## src/rtl/hazard_fwd_unit_pkg.sv

```systemverilog
// Shared types for the hazard/forwarding controller: operand-mux select encoding,
// shadow-pipeline stage metadata and the stage-to-stage advance helpers.
package hazard_fwd_unit_pkg;

    localparam int REG_IDX_W = 5;

    typedef logic [REG_IDX_W-1:0] reg_idx_t;

    typedef enum logic [1:0] {
        FWD_RF  = 2'b00,
        FWD_WB  = 2'b01,
        FWD_MEM = 2'b10
    } fwd_sel_e;

    typedef enum logic [1:0] {
        HZ_NORMAL   = 2'd0,
        HZ_LOAD_USE = 2'd1,
        HZ_BRANCH   = 2'd2,
        HZ_MEM_WAIT = 2'd3
    } hazard_e;

    typedef struct packed {
        logic     valid;
        reg_idx_t rs1;
        reg_idx_t rs2;
        reg_idx_t rd;
        logic     reg_write;
        logic     mem_read;
        logic     mem_req;
    } ex_meta_t;

    typedef struct packed {
        logic     valid;
        reg_idx_t rd;
        logic     reg_write;
        logic     mem_req;
    } mem_meta_t;

    typedef struct packed {
        logic     valid;
        reg_idx_t rd;
        logic     reg_write;
    } wb_meta_t;

    // A slot can supply a forwarded value only if it really writes a non-x0 register.
    function automatic logic writes_reg(input logic valid, input logic reg_write,
                                        input reg_idx_t rd);
        return valid & reg_write & (rd != '0);
    endfunction

    function automatic mem_meta_t ex_to_mem(input ex_meta_t e);
        mem_meta_t m;
        m.valid     = e.valid;
        m.rd        = e.rd;
        m.reg_write = e.reg_write;
        m.mem_req   = e.mem_req;
        return m;
    endfunction

    function automatic wb_meta_t mem_to_wb(input mem_meta_t m);
        wb_meta_t w;
        w.valid     = m.valid;
        w.rd        = m.rd;
        w.reg_write = m.reg_write;
        return w;
    endfunction

endpackage

```

## src/rtl/hazard_fwd_unit_fwd_select.sv

```systemverilog
// Operand forward select for one execute-stage source index; the M-stage result
// is newer than the W-stage result, so it wins when both match.
module hazard_fwd_unit_fwd_select
    import hazard_fwd_unit_pkg::*;
(
    input  reg_idx_t src,
    input  logic     mem_valid,
    input  logic     mem_reg_write,
    input  reg_idx_t mem_rd,
    input  logic     wb_valid,
    input  logic     wb_reg_write,
    input  reg_idx_t wb_rd,
    output fwd_sel_e sel
);

    always_comb begin
        sel = FWD_RF;
        if (writes_reg(mem_valid, mem_reg_write, mem_rd) && (mem_rd == src)) begin
            sel = FWD_MEM;
        end else if (writes_reg(wb_valid, wb_reg_write, wb_rd) && (wb_rd == src)) begin
            sel = FWD_WB;
        end
    end

endmodule

```

## src/rtl/hazard_fwd_unit.sv

```systemverilog
// Hazard and forwarding controller for the 5-stage pipeline: shadows E/M/W register
// metadata and drives operand forward selects plus stall/flush controls.
module hazard_fwd_unit #(
    parameter int REG_IDX_W = 5
) (
    input  logic                 clk,
    input  logic                 rst_n,
    input  logic                 valid_d,
    input  logic [REG_IDX_W-1:0] rs1_d,
    input  logic [REG_IDX_W-1:0] rs2_d,
    input  logic                 use_rs1_d,
    input  logic                 use_rs2_d,
    input  logic [REG_IDX_W-1:0] rd_d,
    input  logic                 reg_write_d,
    input  logic                 mem_read_d,
    input  logic                 mem_write_d,
    input  logic                 branch_taken_e,
    input  logic                 dmem_ready,
    output logic [1:0]           fwd_a_e,
    output logic [1:0]           fwd_b_e,
    output logic                 stall_f,
    output logic                 stall_d,
    output logic                 stall_e,
    output logic                 stall_m,
    output logic                 flush_d,
    output logic                 flush_e
);

    import hazard_fwd_unit_pkg::*;

    ex_meta_t  ex_meta_p0;
    mem_meta_t mem_meta_p1;
    wb_meta_t  wb_meta_p2;
    ex_meta_t  ex_from_d;
    hazard_e   hazard;
    logic      mem_wait;
    logic      load_use;
    fwd_sel_e  sel_a;
    fwd_sel_e  sel_b;

    always_comb begin
        ex_from_d.valid     = valid_d;
        ex_from_d.rs1       = rs1_d;
        ex_from_d.rs2       = rs2_d;
        ex_from_d.rd        = rd_d;
        ex_from_d.reg_write = reg_write_d;
        ex_from_d.mem_read  = mem_read_d;
        ex_from_d.mem_req   = mem_read_d | mem_write_d;
    end

    assign mem_wait = mem_meta_p1.valid & mem_meta_p1.mem_req & ~dmem_ready;

    assign load_use = valid_d & ex_meta_p0.valid & ex_meta_p0.mem_read
                    & (ex_meta_p0.rd != '0)
                    & ((use_rs1_d & (rs1_d == ex_meta_p0.rd))
                     | (use_rs2_d & (rs2_d == ex_meta_p0.rd)));

    // Reset also silences a live branch_taken_e so every control output reads 0 at once.
    always_comb begin
        hazard = HZ_NORMAL;
        if (!rst_n) begin
            hazard = HZ_NORMAL;
        end else if (mem_wait) begin
            hazard = HZ_MEM_WAIT;
        end else if (branch_taken_e) begin
            hazard = HZ_BRANCH;
        end else if (load_use) begin
            hazard = HZ_LOAD_USE;
        end
    end

    always_comb begin
        stall_f = 1'b0;
        stall_d = 1'b0;
        stall_e = 1'b0;
        stall_m = 1'b0;
        flush_d = 1'b0;
        flush_e = 1'b0;
        case (hazard)
            HZ_MEM_WAIT: begin
                stall_f = 1'b1;
                stall_d = 1'b1;
                stall_e = 1'b1;
                stall_m = 1'b1;
            end
            HZ_BRANCH: begin
                flush_d = 1'b1;
                flush_e = 1'b1;
            end
            HZ_LOAD_USE: begin
                stall_f = 1'b1;
                stall_d = 1'b1;
                flush_e = 1'b1;
            end
            default: ;
        endcase
    end

    // Stage boundary D -> E -> M -> W. During a memory wait E and M hold (keeping any
    // branch in E for re-presentation) while W drains to a bubble.
    always_ff @(posedge clk or negedge rst_n) begin
        if (!rst_n) begin
            ex_meta_p0  <= '0;
            mem_meta_p1 <= '0;
            wb_meta_p2  <= '0;
        end else begin
            case (hazard)
                HZ_MEM_WAIT: begin
                    wb_meta_p2 <= '0;
                end
                HZ_BRANCH, HZ_LOAD_USE: begin
                    ex_meta_p0  <= '0;
                    mem_meta_p1 <= ex_to_mem(ex_meta_p0);
                    wb_meta_p2  <= mem_to_wb(mem_meta_p1);
                end
                default: begin
                    ex_meta_p0  <= ex_from_d;
                    mem_meta_p1 <= ex_to_mem(ex_meta_p0);
                    wb_meta_p2  <= mem_to_wb(mem_meta_p1);
                end
            endcase
        end
    end

    hazard_fwd_unit_fwd_select u_fwd_select_a (
        .src           (ex_meta_p0.rs1),
        .mem_valid     (mem_meta_p1.valid),
        .mem_reg_write (mem_meta_p1.reg_write),
        .mem_rd        (mem_meta_p1.rd),
        .wb_valid      (wb_meta_p2.valid),
        .wb_reg_write  (wb_meta_p2.reg_write),
        .wb_rd         (wb_meta_p2.rd),
        .sel           (sel_a)
    );

    hazard_fwd_unit_fwd_select u_fwd_select_b (
        .src           (ex_meta_p0.rs2),
        .mem_valid     (mem_meta_p1.valid),
        .mem_reg_write (mem_meta_p1.reg_write),
        .mem_rd        (mem_meta_p1.rd),
        .wb_valid      (wb_meta_p2.valid),
        .wb_reg_write  (wb_meta_p2.reg_write),
        .wb_rd         (wb_meta_p2.rd),
        .sel           (sel_b)
    );

    assign fwd_a_e = sel_a;
    assign fwd_b_e = sel_b;

endmodule
```

## config.mk

```make
export PLATFORM = sky130hd
export DESIGN_NAME = hazard_fwd_unit
export DESIGN_NICKNAME = d
export VERILOG_FILES = /design/src/rtl/hazard_fwd_unit_pkg.sv /design/src/rtl/hazard_fwd_unit_fwd_select.sv /design/src/rtl/hazard_fwd_unit.sv
export SDC_FILE = /design/constraint.sdc
export NUM_CORES = 1
export LEC_CHECK = 0
export BUFFER_PORTS_ARGS = -buffer_cell sky130_fd_sc_hd__buf_4
export CAP_MARGIN = 25
export CORE_MARGIN = 2
export CORE_UTILIZATION = 49
export CTS_BUF_LIST = sky130_fd_sc_hd__clkbuf_16
export CTS_CLUSTER_DIAMETER = 30
export CTS_CLUSTER_SIZE = 20
export DETAILED_ROUTE_END_ITERATION = 12
export PLACE_DENSITY = 0.83
export SYNTH_ARGS = -nofsm -noshare
export SYNTH_HDL_FRONTEND = slang
export SYNTH_SLANG_ARGS = --single-unit
```

## constraint.sdc

```tcl
create_clock -name clk -period 2.3 [get_ports clk]
set_input_delay 0.115 -clock clk [delete_from_list [all_inputs] [get_ports clk]]
set_output_delay 0.115 -clock clk [all_outputs]
set_load 0.05 [all_outputs]
```

==> results of run 1 <==
## final cells by class
cell class	instances	area [µm²]
fillers	246	937.1
clock inverters	3	11.26
multi-input cells	132	1061
flip-flops and latches	34	853.3
repair buffers	64	558.0
well taps	48	60.06
clock buffers	5	125.1
## flip-flops by register name, indices dropped and copies added, names as in the netlist
| signal | cells |
|---|---|
| mem_meta_p1 | 8 |
| ex_meta_p0 | 19 |
| wb_meta_p2 | 7 |
## critical path, delay by kind of cell (launching register included)
kind	cells	cell delay (ns)
and+or+nand+nor	2	0.65
buffers and inverters	3	0.44
DFF	1	0.43
adders and majority gates	1	0.31
AOI/OAI and AO/OA	1	0.07
## through the flow
stage          TNS [ns]  cells
6_report              0    286
3_5_place_dp    -0.4176    261
5_1_grt         -0.7610    286
3_3_place_gp          0    261
4_1_cts        -0.06693    275
2_1_floorplan   -0.3978    174
## how the worst min path moves through the flow
stage	endpoint	depth (start not counted)	from	slack [ns]
after floorplan	ex_meta_p0[0]	0	rst_n	-0.18
after global placement	ex_meta_p0[18]	1	rst_n	-0.07
after global routing	ex_meta_p0[2]	3	reg_write_d	0.10
after detailed placement	ex_meta_p0[18]	1	rst_n	-0.07
after CTS	ex_meta_p0[3]	3	rd_d[0]	0.1
final	ex_meta_p0[3]	3	rd_d[0]	0.09
## power groups by stage
stage	clock network (mW)	registers [mW]	logic [mW]
2_1_floorplan	0	0.714	0.176
3_3_place_gp	0	0.727	0.266
3_5_place_dp	0	0.731	0.273
4_1_cts	0.632	0.721	0.296
5_1_grt	0.665	0.734	0.372
6_report	0.626	0.727	0.340
## layout by cell type, fill, tap and decap left out, drive strengths merged
master | synthesis | final
o31ai | 3 | 3
xor2 | 22 | 22
nand2 | 21 | 21
o31a | 1 | 1
buf | 2 | 62
clkbuf | 6 | 6
mux2 | 8 | 8
nand2b | 18 | 18
o21a | 1 | 1
nand4 | 1 | 1
nor2 | 3 | 3
o21ai | 18 | 18
xnor2 | 8 | 8
nor4 | 6 | 6
nand3 | 2 | 2
and3 | 1 | 1
ha | 3 | 3
o211ai | 2 | 2
a31oi | 1 | 1
or4 | 5 | 5
clkinv | 0 | 3
dfrtp | 34 | 34
dlygate4sd3 | 0 | 1
nor2b | 8 | 8
## per-layer routing
| metal | share of wire, % | GRT usage [%] |
|---|---|---|
| met1 | 43 | 26.88 |
| met2 | 51 | 38.40 |
| met3 | 3.7 | 6.076 |
| met4 | 2.0 | 9.574 |
| met5 | 0 | 0 |
## what timing repair did
item                                    4_1_cts  5_1_grt
hold endpoints to repair                     34        0
pin swaps                                     2       11
endpoints found under the setup margin       23       32
gates resized for setup                       6       48
hold buffers                                  1        0
gates cloned                                  0        1
buffers inserted                              5       10
## kinds of logic (layout without fill, tap and decap cells)
kind of cell	count (synthesis)	count (layout)	synth area share, %
mux	8	8	4.979
buf+inv	8	72	2.074
flops	34	34	47.03
compound gates	26	26	8.576
fa+ha+maj	3	3	2.075
xor+xnor	30	30	14.52
simple gates	65	65	20.75
==> results by group, run 1 <==
Outcome
  • Status: finished clean

Yosys
  • Mean Syn Cell Area: 10.40 µm²
  • Async S/R FF share, synth: 100.0%
  • Sequential share of the synthesized area: 47.03%
  • Yosys warnings: 0
  • Post-Synthesis Cell Area: 1809 µm²
  • Synth area leader: dfrtp_1
  • Synth cell types: 24
  • Synth top area share: 47.03%
  • Primary FF master, synth: dfrtp_1
  • Mapped Nets: 202
  • Most numerous cell in the Yosys netlist: dfrtp_1
  • Cell count after synthesis: 174
  • Area contributors post-synth: dfrtp_1 47%, xor2_1 11%, nand2b_1 6.2%, o21ai_0 5.0%, mux2_2 5.0%
  • Synth Register Bits: 34
  • Most common library cells after synthesis: 34 x dfrtp_1, 22 x xor2_1, 21 x nand2_1
  • EDFF count, synth: 0

Place
  • Port bufs: 34
  • Placer Congestion: 0.9158
  • Post-DP Area: 2225 µm²
  • Hpwl dp: 2972 µm
  • Dpl ws: -0.06413 ns

Floorplan
  • DIE AREA: 4195 µm²
  • Die X: 64.77 µm
  • Die Y: 64.77 µm
  • Rows: 22
  • Core Area: 3606 µm²
  • Initial Utilization: 50.17%
  • Ports: 35

Global routing
  • First-pass GRT wire length: 6927 µm
  • Largest net degree at the start of global routing: 33
  • Number of global-route vias before repair: 1459
  • Tot GR Track Use: 22.59%
  • Grt total ovfl: 0
  • Initial antenna violation count: 0

Clocking
  • Bufs on Longest Clock Path: 2
  • TritonCTS clock tree: done
  • CTS H-Tree Depth: 2
  • Root Buffer: clkbuf_16
  • Worst-path clk slew: 0.05 ns
  • Clock latency on the worst-skew pair: 0.28 ns
  • Clk sinks: 34
  • TritonCTS buffer count: 5

Power
  • Power, Total: 1.693 mW
  • Combinational group share of total power: 20.1%
  • Seq pwr share: 42.9%
  • P_leak: 1.198 nW
  • Sw Share: 27.26%
  • Switch Pwr: 461.5 µW
  • Pwr/cell area: 634.4 nW/µm²
  • Clk pwr share: 37.0%
  • Worst IR Drop VDD: 0.4777 mV
  • Int Power: 1.232 mW

STA
  • Hold WS: 0.08503 ns
  • Hold Fails Final Rpt: 0
  • Final worst slack: 0.0007883 ns
  • Worst slew pin tran: 0.4390 ns
  • RSZ-0062 raised after global routing: yes
  • F_max: 434.9 MHz
  • Final setup vio count: 0
  • Tcrit/Tclk final: 99.97%
  • Final Critical Period: 2.299 ns
  • Fin. max-slew vios: 0
  • Clk_skew: 0.004078 ns
  • Rel. slew slack: 70.49%

Route
  • Detailed Route Iter0 Violations: 42
  • Post-DRT Antenna Nets: 0
  • DR DRC count: 0
  • Total wire length: 4439 µm
  • Vias per cell: 5.091
  • 1st-pass router iterations: 4
  • WL per Instance: 15.52 µm
  • Vias post-DR: 1456

Critical path
  • CP required: 2.18 ns
  • Crit-path slowest cell: or4_4
  • Worst path max stage delay: 0.52 ns
  • Crit-path cells: buf_4 > or4_4 > nor2_4 > o31ai_2 > buf_4 > ha_4 > buf_8
  • Reg2reg end: mem_meta_p1[6]
  • CP Capture Type: output port
  • R2R Path Start: ex_meta_p0[4]
  • Reg2Reg Setup Slack: 0.04 ns
  • Critical path type: reg -> out
  • CP most frequent cell: buf_4
  • Cells on worst reg2reg path: 9
  • WP data arrival: 2.18 ns
  • Crit path launch: ex_meta_p0[5]
  • Critical path fanouts, max: 5
  • CP startpoint kind: register
  • CP endpoint: flush_e

Job
  • Max Cap Violations: 0

Worst hold path
  • Worst min-delay path class: in -> reg

Layout
  • Nets: 265
  • Layout cell share with drive strength beyond 1: 40.76%
  • Final core occ: 74.01%
  • Area growth from synthesis to layout: 47.51%
  • Antenna diodes: 0
  • Fin area: 2669 µm²
No activity file was read; power rests on OpenSTA's default activity.
==> run 2: changes to the inputs <==
--- a/config.mk
+++ b/config.mk
@@ -13,7 +13,7 @@
 export CTS_CLUSTER_DIAMETER = 30
 export CTS_CLUSTER_SIZE = 20
 export DETAILED_ROUTE_END_ITERATION = 12
-export PLACE_DENSITY = 0.83
+export PLACE_DENSITY = 0.75
 export SYNTH_ARGS = -nofsm -noshare
 export SYNTH_HDL_FRONTEND = slang
 export SYNTH_SLANG_ARGS = --single-unit
==> run 2 against run 1 <==
The run now ends with negative setup slack left; first-iteration DRC count is 2.4% higher; sequential power is 0.6% lower; final cell count decreased by 2.8%; largest cell class unchanged.
==> results by group, run 2 (synthesis gave the netlist of run 1 again) <==
Layout
  • Biggest register: ex_meta_p0
  • Multi-input logic area: 1008 µm²
  • Layout cell share with drive strength beyond 1: 37.39%
  • Max reg flops: 19
  • Antenna diodes: 0
  • Post-route insts no fill: 278
  • Fin area: 2524 µm²
  • Largest registers: ex_meta_p0 x19, mem_meta_p1 x8, wb_meta_p2 x7
  • Nets: 257
  • Commonest non-fill, non-tap cell in the layout: buf_4
  • Leading cell types in the layout, fill and taps excluded: 49 x buf_4, 32 x dfrtp_1, 22 x xor2_1
  • # fillers: 255
  • Reg area: 853.3 µm²
  • Area growth from synthesis to layout: 39.49%

Outcome
  • Status: finished with violations
  • Failing checks: negative setup slack

Route
  • Vias per cell: 5.112
  • Total wire length: 4097 µm
  • WL per Instance: 14.74 µm
  • DR DRC count: 0
  • Detailed Route Iter0 Violations: 43
  • Vias post-DR: 1421
  • Post-DRT Antenna Nets: 0
  • 1st-pass router iterations: 4

Global routing
  • Initial antenna violation count: 0
  • First-pass GRT wire length: 6555 µm
  • Number of global-route vias before repair: 1439
  • Largest net degree at the start of global routing: 31
  • Tot GR Track Use: 21.19%
  • Grt total ovfl: 0

Worst hold path
  • Hold path endpoint: ex_meta_p0[4]
  • Worst min-delay path class: in -> reg
  • Cells on Worst Hold Path: 3
  • HP Start: rd_d[1]

Critical path
  • Reg2Reg Setup Slack: -0.02 ns
  • Critical path type: reg -> out
  • R2R Path Start: ex_meta_p0[4]
  • CP Capture Type: output port
  • Reg2reg end: ex_meta_p0[11]
  • Worst path max stage delay: 0.42 ns
  • Family with the most delay on the worst path: simple AND/OR/NAND/NOR gates
  • CP bufs+invs: 2
  • CP required: 2.18 ns
  • Cells on worst reg2reg path: 10
  • Critical path fanouts, max: 4
  • WP data arrival: 2.21 ns
  • Crit-path cells: xor2_1 > nor4_1 > and3_1 > a31oi_1 > o31ai_2 > buf_4 > ha_4 > buf_8
  • CP startpoint kind: register
  • Crit-path slowest cell: dfrtp_1

Power
  • Pwr/cell area: 662.7 nW/µm²
  • P_leak: 1.126 nW
  • Worst IR Drop VDD: 0.5073 mV

Place
  • Placed Cells incl. Taps: 258
  • Hpwl dp: 2907 µm
  • Port bufs: 34
  • Post-DP Area: 2190 µm²
  • Placer Congestion: 0.8945
  • Dpl ws: -0.1884 ns

STA
  • RSZ-0062 raised after global routing: yes
  • Fin. max-slew vios: 0
  • Clk_skew: 0.001208 ns
  • Worst slew pin tran: 0.4547 ns
  • Final Critical Period: 2.324 ns
  • Tcrit/Tclk final: 101.0%
  • Setup TNS Final: -0.04344 ns
  • F_max: 430.3 MHz
  • Hold Fails Final Rpt: 0
  • Final setup vio count: 3
  • Rel. slew slack: 69.44%
  • Final worst slack: -0.02382 ns

Floorplan
  • Die X: 64.77 µm
  • DIE AREA: 4195 µm²
  • Core Area: 3606 µm²
  • Die Y: 64.77 µm
  • Ports: 35
  • Rows: 22
  • Initial Utilization: 50.17%

Job
  • Max Cap Violations: 0

Clocking
  • Clock latency on the worst-skew pair: 0.28 ns
  • Clk sinks: 34
  • Bufs on Longest Clock Path: 2
  • Worst-path clk slew: 0.05 ns
  • Root Buffer: clkbuf_16
  • TritonCTS clock tree: done
  • CTS H-Tree Depth: 2
  • TritonCTS buffer count: 5
-- run 2: changes by cell type in the layout (fill, tap and decap cells not counted), moves of 2 or more --
cell      before  now
clkinv_1       3    1
nand2b_4       2    0
o21ai_0        0    3
buf_6          6    2
mux2_4         4    0
mux2_2         4    8
nand2b_1      16   18
buf_4         52   49
o21ai_1       17   14
-- run 2: area by class of cell --
type,count,area share [%]
clock buffer,5,4.958
clock inverter,3,0.6445
multi-input combinational,132,39.96
sequential,34,33.81
tap,48,2.380
timing repair buffer,56,18.24
-- run 2: metal layers --
| metal | GRT usage (%) | share of wire [%] |
|---|---|---|
| met2 | 36.47 | 53 |
| met5 | 0 | 0 |
| met3 | 5.729 | 4.3 |
| met4 | 8.777 | 1.5 |
| met1 | 24.89 | 41 |
-- run 2: stage by stage --
stage / power (mW) / util, % / hold WS (ns)
2_1_floorplan: 0.8907 / - / -0.1806
3_3_place_gp: 0.9899 / 60.72 / -0.06099
3_5_place_dp: 1.001 / 60.72 / -0.06006
4_1_cts: 1.660 / 66.24 / 0.09578
5_1_grt: 1.750 / 69.99 / 0.09511
6_report: 1.672 / 69.99 / 0.08642
-- run 2: worst max path at each step --
stage                   from             end  cells past startpoint
3_5_place_dp   ex_meta_p0[7]   ex_meta_p0[6]                      7
5_1_grt        ex_meta_p0[4]   ex_meta_p0[7]                     10
4_1_cts        ex_meta_p0[7]   ex_meta_p0[6]                      8
2_1_floorplan  ex_meta_p0[4]  ex_meta_p0[10]                      9
6_report       ex_meta_p0[4]         flush_e                      8
3_3_place_gp   ex_meta_p0[7]  ex_meta_p0[17]                      7
-- run 2: worst reg2reg max path, cell delays in order (launching register included) --
cell and delay, ns:
dfrtp_1 0.42, xor2_1 0.16, nor4_1 0.27, and3_1 0.21, a31oi_1 0.06, o31ai_2 0.28, buf_4 0.16, ha_4 0.21
buf_4 0.18, nand2b_1 0.14, o21ai_0 0.14
-- run 2: what timing repair did --
item / in CTS / in global routing
pin swaps: 2 / 6
gates resized for setup: 7 / 32
endpoints found under the setup margin: 31 / 30
hold buffers: 1 / 0
endpoints found under the hold margin: 34 / 0
buffers inserted: 2 / 9
-- run 2: report_power, final --
part | switching, mW | internal [mW]
logic | 0.147 | 0.166
registers | 0.0662 | 0.657
clock network | 0.242 | 0.394
==> run 3: changes to the inputs <==
--- a/config.mk
+++ b/config.mk
@@ -7,12 +7,13 @@
 export LEC_CHECK = 0
 export BUFFER_PORTS_ARGS = -buffer_cell sky130_fd_sc_hd__buf_4
 export CAP_MARGIN = 25
-export CORE_MARGIN = 2
+export CORE_MARGIN = 3
 export CORE_UTILIZATION = 49
 export CTS_BUF_LIST = sky130_fd_sc_hd__clkbuf_16
 export CTS_CLUSTER_DIAMETER = 30
 export CTS_CLUSTER_SIZE = 20
 export DETAILED_ROUTE_END_ITERATION = 12
+export MAX_ROUTING_LAYER = met4
 export PLACE_DENSITY = 0.75
 export SYNTH_ARGS = -nofsm -noshare
 export SYNTH_HDL_FRONTEND = slang
==> run 3 against run 2 <==
The flow still finishes with violations (negative setup slack); total power rose by 11%; global-route usage up 1.9 points; first-iteration DRC count increased by 47%.
==> results by group, run 3 (synthesis gave the netlist of run 1 again) <==
Outcome
  • Status: finished with violations
  • Failing checks: negative setup slack

Place
  • Port bufs: 34
  • Hpwl dp: 3134 µm
  • Placer Congestion: 0.8877

Layout
  • Final core occ: 80.37%
  • Antenna diodes: 0
  • Layout cell share with drive strength beyond 1: 47.64%
  • Area growth from synthesis to layout: 52.90%
  • Nets: 260
  • Commonest non-fill, non-tap cell in the layout: buf_4
  • Largest registers: ex_meta_p0 x19, mem_meta_p1 x8, wb_meta_p2 x7
  • Max reg flops: 19
  • Leading cell types in the layout, fill and taps excluded: 42 x buf_4, 29 x dfrtp_1, 22 x xor2_1
  • Biggest register: ex_meta_p0

Critical path
  • WP data arrival: 2.39 ns
  • CP Capture Type: output port
  • CP required: 2.18 ns
  • Critical path type: reg -> out
  • CP startpoint kind: register
  • Critical path fanouts, max: 6

Floorplan
  • Initial Utilization: 52.56%
  • Die X: 66.77 µm
  • Rows: 21
  • DIE AREA: 4458 µm²
  • Die Y: 66.77 µm
  • Ports: 35
  • Core Area: 3442 µm²

Global routing
  • Tot GR Track Use: 23.11%
  • First-pass GRT wire length: 7327 µm
  • Grt total ovfl: 0
  • Largest net degree at the start of global routing: 31
  • Number of global-route vias before repair: 1598
  • Initial antenna violation count: 0

STA
  • Clk_skew: 0.001877 ns
  • F_max: 399.7 MHz
  • Hold WS: 0.08545 ns
  • RSZ-0062 raised after global routing: yes
  • Final Critical Period: 2.502 ns
  • Worst slew pin tran: 0.4305 ns
  • Rel. slew slack: 71.06%
  • Final worst slack: -0.2021 ns
  • Tcrit/Tclk final: 108.8%
  • Fin. max-slew vios: 0
  • Hold Fails Final Rpt: 0
  • Final setup vio count: 31
  • Setup TNS Final: -4.120 ns

Route
  • WL per Instance: 18.68 µm
  • Post-DRT Antenna Nets: 0
  • Detailed Route Iter0 Violations: 63
  • Total wire length: 5213 µm
  • 1st-pass router iterations: 4
  • DR DRC count: 0
  • Vias per cell: 5.563
  • Vias post-DR: 1552

Clocking
  • Worst-path clk slew: 0.05 ns
  • Root Buffer: clkbuf_16
  • CTS H-Tree Depth: 2
  • Bufs on Longest Clock Path: 2
  • Clock latency on the worst-skew pair: 0.28 ns
  • Clk sinks: 34
  • TritonCTS buffer count: 5
  • TritonCTS clock tree: done

Worst hold path
  • Worst min-delay path class: in -> reg

Power
  • Worst IR Drop VDD: 0.5612 mV
  • P_leak: 1.244 nW
  • Pwr/cell area: 669.3 nW/µm²

Job
  • Max Cap Violations: 0
==> run 3: path summary, 6_finish.rpt <==
path / slack (ns) / startpoint / endpoint / cells past startpoint
max: -0.20 / ex_meta_p0[4] / flush_e / 8
min in group asynchronous: 0.20 / rst_n / ex_meta_p0[3] / 2
max in group asynchronous: 1.48 / rst_n / ex_meta_p0[6] / 3
min reg2reg: 0.50 / ex_meta_p0[0] / ex_meta_p0[0] / 2
max reg2reg: -0.18 / ex_meta_p0[4] / ex_meta_p0[18] / 10
min: 0.09 / rd_d[4] / ex_meta_p0[7] / 3
==> run 3: critical path, stage by stage, from the launching register on <==
cell,delay (ns)
dfrtp_2,0.47
xor2_1,0.17
nor4_1,0.34
and3_1,0.23
a31oi_2,0.06
o31ai_2,0.30
buf_4,0.17
ha_4,0.22
buf_8,0.16
==> run 3: final cells by class <==
| cell class | instances | area [µm²] |
|---|---|---|
| clock buffer | 5 | 125.1 |
| clock inverter | 3 | 40.04 |
| fill | 186 | 675.6 |
| multi-input combinational | 132 | 1130 |
| sequential | 34 | 857.1 |
| tap | 46 | 57.56 |
| timing repair buffer | 59 | 556.8 |
==> run 3: through the flow <==
stage	setup WS, ns	cell area (µm²)	instances	total power [mW]
finish	-0.2021	2766	279	1.851
global route	-0.2855	2766	279	1.920
CTS	-0.03016	2452	272	1.770
detailed placement	-0.04395	2237	261	1.006
global placement	0.06184	2237	261	0.9907
floorplan	-0.04007	1857	174	0.8907
==> run 3: power by group <==
| group | internal, mW | switching [mW] | leakage, nW |
|---|---|---|---|
| Clock | 0.506 | 0.250 | 0.0836 |
| Sequential | 0.657 | 0.0769 | 0.414 |
| Combinational | 0.194 | 0.167 | 0.746 |
==> run 3: routing by layer <==
metal  vias up  track usage (%)  wire length (µm)
li1        711                -                 -
met1       755            26.79              2008
met2        63            38.86              2696
met3        23            6.071               296
met4         0            7.868               212
met5         -                -                 0
==> run 3: repair_timing <==
action / CTS / global route
hold endpoints to repair: 34 / 0
gates resized for setup: 6 / 73
setup endpoints to repair: 29 / 33
hold buffers: 1 / 0
setup buffers: 2 / 5
cloned: 0 / 2
pin swaps: 3 / 12
